--- src/rtl/wb_bus_master.sv ---
// Wishbone B3 classic-cycle initiator: turns one command into a single or incrementing
// burst access, streams write data in and read data out, and aborts stalled strobes.
module wb_bus_master #(
   parameter int AW      = 32,
   parameter int DW      = 32,
   parameter int TIMEOUT = 256
) (
   input  logic              wb_clk_i,
   input  logic              wb_rst_i,
   input  logic              cmd_valid,
   output logic              cmd_ready,
   input  logic              cmd_we,
   input  logic [AW-1:0]     cmd_addr,
   input  logic [DW/8-1:0]   cmd_sel,
   input  logic [7:0]        cmd_len,
   input  logic              wr_valid,
   output logic              wr_ready,
   input  logic [DW-1:0]     wr_data,
   output logic              rd_valid,
   output logic [DW-1:0]     rd_data,
   output logic              done,
   output logic              err_timeout,
   output logic              wb_cyc_o,
   output logic              wb_stb_o,
   output logic              wb_we_o,
   output logic [AW-1:0]     wb_adr_o,
   output logic [DW/8-1:0]   wb_sel_o,
   output logic [DW-1:0]     wb_dat_o,
   output logic [2:0]        wb_cti_o,
   input  logic [DW-1:0]     wb_dat_i,
   input  logic              wb_ack_i
);
   // state  | meaning
   // IDLE   | waiting for a command, cmd_ready high
   // WDATA  | write beat pending, waiting for wr_valid with cyc held and stb low
   // STROBE | stb asserted, waiting for ack; timer counts down to abort

   localparam int TW = $clog2(TIMEOUT);
   localparam logic [TW-1:0] T_LOAD = TW'(TIMEOUT - 1);

   typedef enum logic [1:0] {IDLE, WDATA, STROBE} state_t;

   state_t            state, state_n;
   logic [7:0]        beats, beats_n;
   logic [TW-1:0]     timer, timer_n;
   logic              cmd_ready_n, wr_ready_n, rd_valid_n, done_n, err_n;
   logic              cyc_n, stb_n, we_n;
   logic [AW-1:0]     adr_n;
   logic [DW/8-1:0]   sel_n;
   logic [DW-1:0]     dat_n, rd_data_n;
   logic [2:0]        cti_n;
   logic              ack;

   assign ack = wb_cyc_o && wb_stb_o && wb_ack_i;

   always_comb begin
      state_n   = state;
      beats_n   = beats;
      timer_n   = timer;
      cyc_n     = wb_cyc_o;
      stb_n     = wb_stb_o;
      we_n      = wb_we_o;
      adr_n     = wb_adr_o;
      sel_n     = wb_sel_o;
      dat_n     = wb_dat_o;
      cti_n     = wb_cti_o;
      rd_data_n = rd_data;
      rd_valid_n = 1'b0;
      done_n    = 1'b0;
      err_n     = 1'b0;
      case (state)
         IDLE: begin
            if (cmd_valid && cmd_ready) begin
               adr_n   = cmd_addr;
               sel_n   = cmd_sel;
               we_n    = cmd_we;
               beats_n = cmd_len;
               cti_n   = (cmd_len == 8'd0) ? 3'b000 : 3'b010;
               cyc_n   = 1'b1;
               timer_n = T_LOAD;
               if (cmd_we) begin
                  stb_n   = 1'b0;
                  state_n = WDATA;
               end else begin
                  stb_n   = 1'b1;
                  state_n = STROBE;
               end
            end
         end
         WDATA: begin
            if (wr_valid) begin
               dat_n   = wr_data;
               stb_n   = 1'b1;
               timer_n = T_LOAD;
               state_n = STROBE;
            end
         end
         STROBE: begin
            if (ack) begin
               if (!wb_we_o) begin
                  rd_valid_n = 1'b1;
                  rd_data_n  = wb_dat_i;
               end
               if (beats == 8'd0) begin
                  cyc_n   = 1'b0;
                  stb_n   = 1'b0;
                  done_n  = 1'b1;
                  state_n = IDLE;
               end else begin
                  adr_n   = wb_adr_o + AW'(4);
                  beats_n = beats - 8'd1;
                  cti_n   = (beats == 8'd1) ? 3'b111 : 3'b010;
                  timer_n = T_LOAD;
                  if (wb_we_o) begin
                     stb_n   = 1'b0;
                     state_n = WDATA;
                  end
               end
            end else if (timer == '0) begin
               // ack in the final cycle takes the branch above, so it wins over abort
               cyc_n   = 1'b0;
               stb_n   = 1'b0;
               done_n  = 1'b1;
               err_n   = 1'b1;
               state_n = IDLE;
            end else begin
               timer_n = timer - TW'(1);
            end
         end
         default: state_n = IDLE;
      endcase
      cmd_ready_n = (state_n == IDLE);
      wr_ready_n  = (state_n == WDATA);
   end

   always_ff @(posedge wb_clk_i) begin
      if (wb_rst_i) begin
         state       <= IDLE;
         beats       <= '0;
         timer       <= '0;
         cmd_ready   <= 1'b0;
         wr_ready    <= 1'b0;
         rd_valid    <= 1'b0;
         rd_data     <= '0;
         done        <= 1'b0;
         err_timeout <= 1'b0;
         wb_cyc_o    <= 1'b0;
         wb_stb_o    <= 1'b0;
         wb_we_o     <= 1'b0;
         wb_adr_o    <= '0;
         wb_sel_o    <= '0;
         wb_dat_o    <= '0;
         wb_cti_o    <= '0;
      end else begin
         state       <= state_n;
         beats       <= beats_n;
         timer       <= timer_n;
         cmd_ready   <= cmd_ready_n;
         wr_ready    <= wr_ready_n;
         rd_valid    <= rd_valid_n;
         rd_data     <= rd_data_n;
         done        <= done_n;
         err_timeout <= err_n;
         wb_cyc_o    <= cyc_n;
         wb_stb_o    <= stb_n;
         wb_we_o     <= we_n;
         wb_adr_o    <= adr_n;
         wb_sel_o    <= sel_n;
         wb_dat_o    <= dat_n;
         wb_cti_o    <= cti_n;
      end
   end

endmodule
--- config.mk ---
export PLATFORM = sky130hd
export DESIGN_NAME = wb_bus_master
export DESIGN_NICKNAME = d
export VERILOG_FILES = /design/src/rtl/wb_bus_master.sv
export SDC_FILE = /design/constraint.sdc
export NUM_CORES = 1
export LEC_CHECK = 0
export ABC_AREA = 1
export BUFFER_PORTS_ARGS = -buffer_cell sky130_fd_sc_hd__buf_2
export CAP_MARGIN = 25
export CORE_MARGIN = 2
export CORE_UTILIZATION = 50
export DETAILED_ROUTE_END_ITERATION = 8
export PLACE_DENSITY = 0.79
export SLEW_MARGIN = 0
export SYNTH_ARGS = -nofsm -noshare
export SYNTH_HDL_FRONTEND = slang
export SYNTH_SLANG_ARGS = --single-unit
--- constraint.sdc ---
create_clock -name wb_clk_i -period 1.8 [get_ports wb_clk_i]
set_input_delay 0.18 -clock wb_clk_i [delete_from_list [all_inputs] [get_ports wb_clk_i]]
set_output_delay 0.18 -clock wb_clk_i [all_outputs]
set_load 0.01 [all_outputs]
# Word level (Yosys, flattened, before mapping)
# Index checks and enable logic that the tools add are counted.
totals:
  ram_bits: 0
  latchBits: 0
  reg_bits: 129
  n_memories: 0
  word_cells: 99
  mem_bits_ro: 0
op_classes:
  n_bitwise: 3
  eq_ne: 13
  mul: 0
  n_shift: 0
  mux: 44
  addsub: 3
  n_reduce_logical: 20
  n_lt_le_gt_ge: 0
  div_mod_pow: 0
op_table:
  columns: ["cell", "count"]
  rows:
  - ["32-bit 2-to-1 mux", 3]
  - ["8-bit 2-to-1 mux", 8]
  - ["32-bit case mux with 2 select lines", 1]
  - ["32-bit by 3-bit adder with 32-bit output (second input constant)", 1]
  - ["8-bit logical NOT", 3]
  - ["8-bit case mux with 3 select lines", 1]
  - ["2-bit 2-to-1 mux", 8]
  - ["8-bit case mux with 2 select lines", 1]
  - ["8-bit by 1-bit subtractor with 8-bit output (second input constant)", 2]
  - ["1-bit 2-to-1 mux", 14]
  - ["3-bit 2-to-1 mux", 4]
  - ["3-bit != test (second input constant)", 4]
  - ["5-bit AND reduction", 2]
  - ["8-bit by 1-bit == test with 1-bit output (second input constant)", 1]
  - ["2-bit != test (second input constant)", 4]
  - ["4-bit AND reduction", 2]
  - ["2-bit case mux with 3 select lines", 1]
  - ["3-bit case mux with 2 select lines", 1]
  - ["3-bit OR reduction", 2]
  - ["2-bit by 1-bit == test with 1-bit output (second input constant)", 2]
  - ["2-bit logical NOT", 2]
  - ["4-bit != test (second input constant)", 1]
  - ["2-bit AND reduction", 2]
  - ["1-bit logical AND", 3]
  - ["other kinds (8)", 10]

# Depth between registers and ports, before layout
# Gate-level depths: netlist of the first run.
logic_depth:
  word_depth: 5
  depth_mapped: 12
  depth_no_buf: 12

# Worst setup path after synthesis of the first run
# Ideal clock, no wire load.
synth_path:
  path_type: "reg2reg"
  from: "register state[0]"
  to: "register timer[3]"
  required_ns: 1.730
  stages_incl_launch_ff: 9
  setup_time_ns: 0.070
  path_slack_ns: 0.250
  arrival_time_ns: 1.480
  cell_sequence: "dfxtp_1 inv_1 ha_1 nand2_1 o21ai_0 nor2_1 a21boi_2 nand2_1 a21oi_1"
synth_via:
  elab_chain_cells: 3
  elab_cells_between_ends: 10
  classes_between: "eq/ne: 6; mux: 1; reduce/logical: 3"
synth_lines:
  columns: ["item", "line_no", "text"]
  rows:
  - ["start, declared", "43", "state_t state, state_n;"]
  - ["start signal, assigned", "155", "state <= state_n;"]
  - ["2-bit == test, or another cell as far along", "71", "case (state)"]
  - ["3-bit != test (no line), or another cell as far along", null, null]
  - ["5-bit AND reduction (no line)", null, null]
  - ["end signal, assigned", "157", "timer <= timer_n;"]
  - ["end, declared", "45", "logic [TW-1:0] timer, timer_n;"]
# Several ways; a longest one is shown, not always the timed one.
# A chain may end at the register's enable or synchronous reset.

# Worst setup path after layout of the first run
layout_path:
  from: "register wb_adr_o[2]"
  to: "register wb_adr_o[14]"
layout_via:
  elab_chain_cells: 4
layout_lines:
  columns: ["item", "line_no", "text"]
  rows:
  - ["start, declared", "26", "output logic [AW-1:0] wb_adr_o,"]
  - ["start signal, assigned", "167", "wb_adr_o <= adr_n;"]
  - ["32-bit by 3-bit adder with 32-bit output", "110", "adr_n = wb_adr_o + AW'(4);"]
  - ["32-bit 2-to-1 mux", "104", "if (beats == 8'd0) begin"]
  - ["32-bit 2-to-1 mux", "99", "if (ack) begin"]
  - ["32-bit case mux with 2 select lines", "71", null]
# Every way passes these cells. The select of a mux whose other input is x is not followed.

==> results.sh, run 1 <==
export IMPL_yosysMostFrequentCell="nor2_1"
export IMPL_reg2reg_to="wb_adr_o[14]$_SDFFE_PP0P_"
export IMPL_yosysWarnings=0
export IMPL_ant_nets=0
export IMPL_power_switching_mw=2.533
export IMPL_finalCriticalPeriod_ps=1694
export IMPL_dieArea_mm2=0.01336
export IMPL_wl_um=19880
export IMPL_portBuffers=224
export IMPL_drc_errors=0
export IMPL_vias=7314
export IMPL_antenna_found_initial=0
export IMPL_pwr_share_comb=0.212
export IMPL_clock_path_buffers=2
export IMPL_worstMarginPinSlew_ps=563.8
export IMPL_synth_fp_nets=1077
export IMPL_synth_area_leader_cell="dfxtp_1"
export IMPL_crit_path_start_kind="flop"
export IMPL_finClkSkew_ps=6.788
export IMPL_r2r_start="wb_adr_o[2]$_SDFFE_PP0P_"
export IMPL_syn_to_final_growth_pct=40.45
export IMPL_holdPathEnd="wb_dat_o[1]$_SDFFE_PP0P_"
export IMPL_ir_drop_v=0.0008128
export IMPL_cp_required_ps=2140
export IMPL_ios=225
export IMPL_gr_total_overflow=0
export IMPL_cap_violations=0
export IMPL_tns_ps=0
export IMPL_ys_top_cells_by_count="nor2_1 (227), nand2_1 (221), dfxtp_1 (128)"
export IMPL_synthesis_instances=954
export IMPL_netSwitchingFraction=0.2942
export IMPL_track_usage=0.2947
export IMPL_grt_pass1_wl_um=31210
export IMPL_grt_pass1_vias=6732
export IMPL_r2r_cells=9
export IMPL_nets=1351
export IMPL_gp_congestion=0.8791
export IMPL_synth_top_cell_area_share=0.4115
export IMPL_fp_dieH_um=115.6
export IMPL_path_class="reg -> reg"
export IMPL_cts_buffers=17
export IMPL_seqPwrFrac=0.378
export IMPL_drive_gt1_frac=0.2492
export IMPL_firstDrtPassIters=5
export IMPL_arrival_ps=2030
export IMPL_final_hold_violation_count=0
export IMPL_ys_seq_area_frac=0.4115
export IMPL_synth_area_per_cell_um2=6.527
export IMPL_holdPathStages=3
export IMPL_pwr_share_clk=0.410
export IMPL_dr_first_iter_drc_count=680
export IMPL_routed_via_density=5.195
export IMPL_clock_sinks=128
export IMPL_relSlewSlack=0.6241
export IMPL_outcome="completed"
export IMPL_core_area_mm2=0.01206
export IMPL_power_density_mw_per_mm2=984.4
export IMPL_cts_max_level=4
export IMPL_detail_route_wl_per_cell_um=14.12
export IMPL_slew_viol_final=0
export IMPL_cts_tree="yes"
export IMPL_reg2reg_slack_ps=110
export IMPL_hp_class="in -> reg"
export IMPL_crit_path_max_fanout=5
export IMPL_die_x_um=115.6
export IMPL_intPower_mw=6.077
export IMPL_synth_distinct_cells=37
export IMPL_clk_latency_ps=420
export IMPL_rsz0062_at_grt="false"
export IMPL_synth_flop_cell="dfxtp_1"
export IMPL_synth_area_mm2=0.006227
export IMPL_synthArstFlopShare=0
export IMPL_ys_ff_latch=128
export IMPL_synth_edf_count=0
export IMPL_dp_cells=1328
export IMPL_start_util=0.5163
export IMPL_finalCritPeriodShare=0.9411
export IMPL_grt_max_degree=55
export IMPL_fmax_mhz=590.3
export IMPL_clk_pin_slew_ps=60
export IMPL_endpoint_kind="flop"
export IMPL_leakagePower_nw=3.999
export IMPL_finalSetupViolCount=0
export IMPL_dp_hpwl_um=12990
export IMPL_num_antenna_cells=0
export IMPL_min_from="wr_data[1]"
export IMPL_rows=40
export IMPL_final_cells=1408
export IMPL_cts_root_buf="clkbuf_16"
export IMPL_yosys_top_cells_area="dfxtp_1 (41%), nor2_1 (14%), nand2_1 (13%)"
final cells by class:
cell class	count	area, µm²
multi-input combinational	720	3269
timing repair buffer	299	1852
clock buffer	22	474.2
fill	923	3316
tap	168	210.2
inverter	62	244.0
sequential	128	2564
clock inverter	9	132.6
power by group through the flow:
stage / Clock (mW) / Sequential (mW) / Combinational, mW
floorplan: 0 / 3.34 / 1.02
global placement: 0 / 3.30 / 1.65
detailed placement: 0 / 3.31 / 1.67
CTS: 3.57 / 3.25 / 1.76
global route: 3.69 / 3.28 / 2.03
finish: 3.53 / 3.26 / 1.82
metrics by stage:
stage          utilization  power (mW)  setup WS (ps)  hold WS [ps]  instance area, µm²
2_1_floorplan            -       4.365          249.7         314.9                6227
3_3_place_gp        0.6312       4.943          134.6         400.0                7614
3_5_place_dp        0.6312       4.980          130.0         409.3                7614
4_1_cts             0.7181       8.576          89.82         3.615                8661
5_1_grt             0.7251       9.003          1.788         12.95                8746
6_report            0.7251       8.609          106.0         11.81                8746
critical path, cell delays in order, from the launching register on:
cell     delay, ps
dfxtp_1        350
ha_1           180
nand2_1         80
nor2_2         240
inv_1           90
nor2_1         260
nand2_1        110
nand3_1        110
nand2_1         60
a21oi_1        130
cells by family after synthesis:
kind of cell	after synthesis	synth area share
compound gates	176	0.1471
xor+xnor	1	0.001407
fa+ha+maj	9	0.01808
buf+inv	106	0.06872
flops	128	0.4115
mux	1	0.001607
simple gates	533	0.3516
worst max-delay path by stage:
| stage | start | to | slack (ps) | depth (start not counted) |
|---|---|---|---|---|
| after CTS | state[0]$_SDFF_PP0_ | wb_adr_o[12]$_SDFFE_PP0P_ | 90 | 9 |
| after detailed placement | state[0]$_SDFF_PP0_ | wb_adr_o[11]$_SDFFE_PP0P_ | 130 | 8 |
| after global routing | wb_adr_o[2]$_SDFFE_PP0P_ | wb_adr_o[14]$_SDFFE_PP0P_ | 2 | 9 |
| final | wb_adr_o[2]$_SDFFE_PP0P_ | wb_adr_o[14]$_SDFFE_PP0P_ | 110 | 9 |
| after floorplan | state[0]$_SDFF_PP0_ | timer[3]$_SDFFE_PP0P_ | 250 | 8 |
| after global placement | state[1]$_SDFF_PP0_ | wr_ready$_SDFF_PP0_ | 130 | 9 |
metal layers:
layer / share of wire / vias to the layer above / wire, µm / global-route usage
li1: - / 3618 / - / -
met2: 0.49 / 349 / 9683 / 0.5041
met5: 0 / - / 0 / 0
met1: 0.40 / 3309 / 7906 / 0.3441
met4: 0.022 / 0 / 428 / 0.1108
met3: 0.093 / 38 / 1857 / 0.09623
state kept, by name, indices dropped and copies added, names as in the netlist, 2 cells and up:
name and flops:
beats 8, wb_adr_o 32, timer 8, wb_dat_o 32, state 2, rd_data 32
wb_cti_o 2, wb_sel_o 4
repair_timing:
action / CTS / global route
hold buffers: 44 / 0
gates resized for setup: 0 / 13
hold endpoints to repair: 44 / 0
endpoints found under the setup margin: 0 / 59
setup buffers: 0 / 5
cell usage in the layout, fill, tap and decap left out, drive strengths merged, types with 3 or more instances in the layout:
master and n:
nand3b 3, nor3 6, dfxtp 128, buf 255, nand2 223, nand3 51, dlygate4sd3 44, o21ai 105
bufinv 3, nand4 12, clkbuf 22, inv 61, nor2 233, clkinvlp 6, a21oi 58, ha 9
o31ai 5
(Power assumes the default switching activity.)
==> run 2: changes to the inputs <==
--- a/config.mk
+++ b/config.mk
@@ -8,11 +8,15 @@
 export ABC_AREA = 1
 export BUFFER_PORTS_ARGS = -buffer_cell sky130_fd_sc_hd__buf_2
 export CAP_MARGIN = 25
+export CELL_PAD_IN_SITES_DETAIL_PLACEMENT = 1
+export CELL_PAD_IN_SITES_GLOBAL_PLACEMENT = 1
 export CORE_MARGIN = 2
-export CORE_UTILIZATION = 50
+export CORE_UTILIZATION = 34
 export DETAILED_ROUTE_END_ITERATION = 8
-export PLACE_DENSITY = 0.79
+export GPL_ROUTABILITY_DRIVEN = 0
+export PLACE_DENSITY = 0.8
 export SLEW_MARGIN = 0
 export SYNTH_ARGS = -nofsm -noshare
 export SYNTH_HDL_FRONTEND = slang
 export SYNTH_SLANG_ARGS = --single-unit
+export TNS_END_PERCENT = 1
==> run 2 against run 1 <==
Sequential share of layout area down 0.43 points; clock skew up 5.2 ps; non-clock buffer count up 8; largest power group unchanged; core utilization down 23 points; critical path type unchanged; global-route usage down 5.2 points; critical path depth unchanged; cell count up 5.0%; die area up 45%; final area up 1.6%; combinational power up 5%.
==> results.sh, run 2 (synthesized netlist as in run 1, its figures left out) <==
export IMPL_final_cells=1479
export IMPL_finalCriticalPeriod_ps=1697
export IMPL_final_cell_mix="nor2_1 (225), buf_2 (224), nand2_1 (217)"
export IMPL_worstMarginPinSlew_ps=622.1
export IMPL_dr_first_iter_drc_count=289
export IMPL_dr_wl_met3_um=1875
export IMPL_wl_met2_um=11370
export IMPL_drive_gt1_frac=0.2594
export IMPL_top_layer="met4"
export IMPL_cap_violations=0
export IMPL_relSlewSlack=0.5853
export IMPL_fill_cells=2408
export IMPL_slew_viol_final=0
export IMPL_dp_cells=1397
export IMPL_wirelength_met1_um=10160
export IMPL_core_area_mm2=0.01796
export IMPL_ir_drop_v=0.0006885
export IMPL_grt_pass1_wl_um=38350
export IMPL_nets=1359
export IMPL_path_delay_family="simple AND/OR/NAND/NOR gates"
export IMPL_final_common_cell="nor2_1"
export IMPL_vias=7378
export IMPL_rsz0062_at_grt="true"
export IMPL_cts_root_buf="clkbuf_16"
export IMPL_crit_chain="inv_1 -> ha_1 -> nand2_2 -> inv_1 -> nand3_2 -> nand3_4 -> buf_4 -> o21ai_0 -> a21oi_1"
export IMPL_arrival_ps=1970
export IMPL_cp_slowest_cell="dfxtp_2"
export IMPL_firstDrtPassIters=4
export IMPL_routed_via_density=4.989
export IMPL_dp_hpwl_um=16080
export IMPL_rows=49
export IMPL_power_density_mw_per_mm2=971.7
export IMPL_ant_nets=0
export IMPL_leakagePower_nw=4.050
export IMPL_cp_common_cell="inv_1"
export IMPL_dieArea_mm2=0.01941
export IMPL_cts_max_level=4
export IMPL_utilization=0.4946
export IMPL_clk_pin_slew_ps=70
export IMPL_finClkSkew_ps=11.99
export IMPL_gr_total_overflow=0
export IMPL_holdPathStages=3
export IMPL_crit_path_max_fanout=8
export IMPL_portBuffers=224
export IMPL_critical_path_startpoint="beats[0]$_SDFFE_PP0P_"
export IMPL_power_mw=8.634
export IMPL_r2r_start="beats[0]$_SDFFE_PP0P_"
export IMPL_cts_tree="yes"
export IMPL_start_util=0.3467
export IMPL_final_hold_violation_count=0
export IMPL_min_from="wr_data[19]"
export IMPL_fmax_mhz=589.4
export IMPL_cp_required_ps=2070
export IMPL_clock_sinks=128
export IMPL_wl_um=23770
export IMPL_critPathBufInv=3
export IMPL_outcome="completed"
export IMPL_finalSetupViolCount=0
export IMPL_endpoint_kind="flop"
export IMPL_crit_path_start_kind="flop"
export IMPL_syn_to_final_growth_pct=42.68
export IMPL_clock_path_buffers=2
export IMPL_top_regs="rd_data (32), wb_adr_o (32), wb_dat_o (32)"
export IMPL_die_x_um=139.3
export IMPL_path_class="reg -> reg"
export IMPL_drc_errors=0
export IMPL_grt_pass1_vias=7571
export IMPL_r2r_cells=9
export IMPL_critPathMaxStageDelay_ps=340
export IMPL_ios=225
export IMPL_antenna_found_initial=1
export IMPL_cp_depth=9
export IMPL_cts_buffers=17
export IMPL_grt_max_degree=55
export IMPL_detail_route_wl_per_cell_um=16.07
export IMPL_clk_latency_ps=430
export IMPL_fp_dieH_um=139.3
export IMPL_finalCritPeriodShare=0.9427
export IMPL_track_usage=0.2425
export IMPL_hp_class="in -> reg"
==> run 2: worst paths after layout <==
check | endpoint | slack (ps)
worst min register to register | beats[6]$_SDFFE_PP0P_ | 460
worst max register to register | beats[4]$_SDFFE_PP0P_ | 100
worst min-delay path | wb_dat_o[19]$_SDFFE_PP0P_ | 10
worst max-delay path | beats[4]$_SDFFE_PP0P_ | 100
==> run 2: power breakdown <==
part / switching, mW / leakage, nW / internal, mW / total [mW]
clock: 1.59 / 0.293 / 1.87 / 3.45
sequential: 0.205 / 1.04 / 3.05 / 3.26
combinational: 1.15 / 2.72 / 0.772 / 1.92
==> run 2: metrics by stage <==
step / TNS, ps / setup WS (ps) / area, µm² / hold WS (ps)
after global routing: -96.20 / -31.72 / 8885 / 12.41
after floorplan: 0 / 249.7 / 6227 / 314.9
final: 0 / 103.2 / 8885 / 10.10
after global placement: 0 / 21.19 / 7737 / 399.8
after detailed placement: -135.4 / -28.57 / 7737 / 409.3
after CTS: -33.81 / -33.81 / 8823 / 0.9748
==> run 2: layout make-up <==
class,count,area (µm²),area share
Clock buffer,17,425.4,0.04788
Tap cell,229,286.5,0.03225
Multi-Input combinational cell,720,3288,0.3701
Inverter,62,237.7,0.02676
Clock inverter,15,165.2,0.01859
Timing Repair Buffer,307,1913,0.2153
Sequential cell,128,2566,0.2888
Antenna cell,1,2.502,0.0002817
==> run 2: metal layers <==
layer	global-route usage	vias to the layer above
met3	0.07674	29
li1	-	3634
met4	0.07124	0
met1	0.2963	3473
met5	0	-
met2	0.4102	242
==> run 2: worst reg2reg max path: stages, from the launching register on <==
cell	delay, ps
dfxtp_2	340
inv_1	60
ha_1	230
nand2_2	100
inv_1	80
nand3_2	120
nand3_4	150
buf_4	200
o21ai_0	180
a21oi_1	100
==> run 2: timing repair <==
item | CTS | global route
endpoints found under the hold margin | 48 | 0
buffers inserted | 0 | 1
setup endpoints to repair | 10 | 79
pin swaps | 0 | 4
resized for setup | 3 | 18
hold buffers | 48 | 0
==> run 3: changes to the inputs <==
--- a/config.mk
+++ b/config.mk
@@ -5,7 +5,6 @@
 export SDC_FILE = /design/constraint.sdc
 export NUM_CORES = 1
 export LEC_CHECK = 0
-export ABC_AREA = 1
 export BUFFER_PORTS_ARGS = -buffer_cell sky130_fd_sc_hd__buf_2
 export CAP_MARGIN = 25
 export CELL_PAD_IN_SITES_DETAIL_PLACEMENT = 1
@@ -14,7 +13,8 @@
 export CORE_UTILIZATION = 34
 export DETAILED_ROUTE_END_ITERATION = 8
 export GPL_ROUTABILITY_DRIVEN = 0
-export PLACE_DENSITY = 0.8
+export MAX_ROUTING_LAYER = met4
+export PLACE_DENSITY = 0.78
 export SLEW_MARGIN = 0
 export SYNTH_ARGS = -nofsm -noshare
 export SYNTH_HDL_FRONTEND = slang
==> run 3 against run 2 <==
The flow now finishes with violations (setup timing); die area shrank 5.8%; first-iteration DRC count grew 27%; final area grew 6.9%; core utilization grew 7.4 points; worst setup slack lost 280 ps; clock skew shrank 4.0 ps; cell count shrank 9.1%.
==> results.sh, run 3 <==
export IMPL_synth_edf_count=0
export IMPL_antenna_found_initial=0
export IMPL_drive_gt1_frac=0.4039
export IMPL_grt_max_degree=50
export IMPL_dp_hpwl_um=16010
export IMPL_synthesis_instances=766
export IMPL_final_cell_mix="buf_2 (223), nand2_1 (185), dfxtp_1 (114)"
export IMPL_clk_latency_ps=420
export IMPL_cts_max_level=4
export IMPL_ys_top_cells_by_count="nand2_1 (190), dfxtp_1 (128), a21oi_1 (111)"
export IMPL_final_common_cell="buf_2"
export IMPL_portBuffers=224
export IMPL_dieArea_mm2=0.01830
export IMPL_place_area_mm2=0.008008
export IMPL_yosys_top_cells_area="dfxtp_1 (44%), nand2_1 (12%), a21oi_1 (9.5%)"
export IMPL_endpoint_kind="flop"
export IMPL_clock_sinks=128
export IMPL_setup_slack_ps=-172.4
export IMPL_cts_buffers=17
export IMPL_gr_total_overflow=0
export IMPL_synthArstFlopShare=0
export IMPL_ys_seq_area_frac=0.4374
export IMPL_crit_path_max_fanout=3
export IMPL_synth_distinct_cells=60
export IMPL_final_cells=1345
export IMPL_yosysMostFrequentCell="nand2_1"
export IMPL_dp_slack_ps=-173.6
export IMPL_outcome="finished with violations"
export IMPL_synth_flop_cell="dfxtp_1"
export IMPL_netSwitchingFraction=0.2939
export IMPL_pwr_share_clk=0.397
export IMPL_hp_class="in -> reg"
export IMPL_clk_pin_slew_ps=60
export IMPL_rsz0062_at_grt="true"
export IMPL_fin_area_mm2=0.009494
export IMPL_crit_path_start_kind="flop"
export IMPL_arrival_ps=2330
export IMPL_cap_violations=0
export IMPL_synth_area_mm2=0.005858
export IMPL_ir_drop_v=0.0007356
export IMPL_fill_cells=2042
export IMPL_slew_viol_final=0
export IMPL_leakagePower_nw=4.056
export IMPL_ys_ff_latch=128
export IMPL_finalCriticalPeriod_ps=1972
export IMPL_pwr_share_comb=0.240
export IMPL_power_switching_mw=2.558
export IMPL_dp_cells=1259
export IMPL_synth_fp_nets=889
export IMPL_start_util=0.3508
export IMPL_finalCritPeriodShare=1.096
export IMPL_fmax_mhz=507.0
export IMPL_drc_errors=0
export IMPL_yosysWarnings=0
export IMPL_cts_root_buf="clkbuf_16"
export IMPL_die_x_um=135.3
export IMPL_finalSetupViolCount=21
export IMPL_grt_pass1_wl_um=40050
export IMPL_cts_tree="yes"
export IMPL_routed_via_density=5.435
export IMPL_top_regs="rd_data (32), wb_adr_o (32), wb_dat_o (32)"
export IMPL_dr_first_iter_drc_count=366
export IMPL_power_density_mw_per_mm2=916.8
export IMPL_wl_um=26560
export IMPL_ios=225
export IMPL_reg2reg_slack_ps=-170
export IMPL_relSlewSlack=0.7032
export IMPL_seqPwrFrac=0.363
export IMPL_synth_top_cell_area_share=0.4374
export IMPL_path_class="reg -> reg"
export IMPL_worstMarginPinSlew_ps=441.8
export IMPL_violations="setup timing"
export IMPL_intPower_mw=6.146
export IMPL_grt_pass1_vias=7638
export IMPL_nets=1236
export IMPL_firstDrtPassIters=4
export IMPL_track_usage=0.2862
export IMPL_cp_required_ps=2160
export IMPL_final_hold_violation_count=0
export IMPL_rows=47
export IMPL_synth_area_per_cell_um2=7.648
export IMPL_fp_dieH_um=135.3
export IMPL_clock_path_buffers=2
export IMPL_synth_area_leader_cell="dfxtp_1"
export IMPL_vias=7310
export IMPL_detail_route_wl_per_cell_um=19.74
export IMPL_finClkSkew_ps=8.017
export IMPL_ant_nets=0
export IMPL_core_area_mm2=0.01670
export IMPL_tns_ps=-1665
export IMPL_syn_to_final_growth_pct=62.07
## run 3: cell count changes after synthesis, sizes merged, moves of 11 or more
cell,previous run,this run
a21oi,58,111
inv,62,16
nand2,223,190
nor2,233,32
o21ai,105,30
or3,0,11
a211oi,0,12
nor3,6,21
nand3,51,25
clkbuf,24,47
buf,20,7
## run 3: cells by family after synthesis
group | share of synthesized area
flip-flops | 0.4374
multiplexers | 0.007262
AO/OA/AOI/OAI | 0.2249
AND/OR/NAND/NOR | 0.2642
adder cells (fa/ha/maj) | 0.01922
buffers and inverters | 0.04699
## run 3: per-stage QoR
step                hold WS [ps]  power (mW)    util
finish                     6.891       8.704  0.5685
detailed placement         426.8       4.896  0.4795
CTS                       0.1169       8.532  0.5553
global placement           420.8       4.851  0.4795
floorplan                  316.0       4.025       -
global route               3.821       9.060  0.5683
## run 3: final timing paths
path	start	endpoint	cells after the start
hold reg to reg	wb_sel_o[0]$_SDFFE_PP0P_	wb_sel_o[0]$_SDFFE_PP0P_	2
setup reg to reg	timer[0]$_SDFFE_PP0P_	wb_stb_o$_SDFFE_PP0P_	7
setup / recovery	timer[0]$_SDFFE_PP0P_	wb_stb_o$_SDFFE_PP0P_	7
hold / removal	wr_data[14]	wb_dat_o[14]$_SDFFE_PP0P_	3
## run 3: worst max-delay path, stage by stage (launching register included)
cell     delay, ps
dfxtp_2        340
inv_2           60
ha_1           150
or3b_4         380
or2_4          250
a22o_4         250
or3_4          370
a21oi_2        110
## run 3: cell type report
type,count,area (µm²),share of cell area
Clock inverter,8,105.1,0.01107
Inverter,17,63.81,0.006721
Multi-Input combinational cell,567,3393,0.3574
Timing Repair Buffer,382,2590,0.2728
Sequential cell,128,2590,0.2728
Antenna cell,1,2.502,0.0002636
Clock buffer,22,474.2,0.04995
Tap cell,220,275.3,0.02899
## run 3: per-layer routing
metal	global-route usage	vias to the layer above	share of wire
li1	-	3401	-
met1	0.3232	3605	0.40
met2	0.5025	237	0.52
met3	0.06547	67	0.053
met4	0.09144	0	0.032
met5	-	-	0
## run 3: power groups by stage
| stage | Clock (mW) | Combinational [mW] | Sequential [mW] |
|---|---|---|---|
| final | 3.46 | 2.09 | 3.16 |
| after global routing | 3.64 | 2.24 | 3.18 |
| after CTS | 3.49 | 1.89 | 3.15 |
| after detailed placement | 0 | 1.69 | 3.20 |
| after global placement | 0 | 1.66 | 3.19 |
| after floorplan | 0 | 0.747 | 3.28 |
## run 3: repair_timing
action	CTS	global route
pin swaps	13	19
setup endpoints to repair	83	82
hold buffers	49	0
setup buffers	5	1
gates resized for setup	38	53
endpoints found under the hold margin	49	0
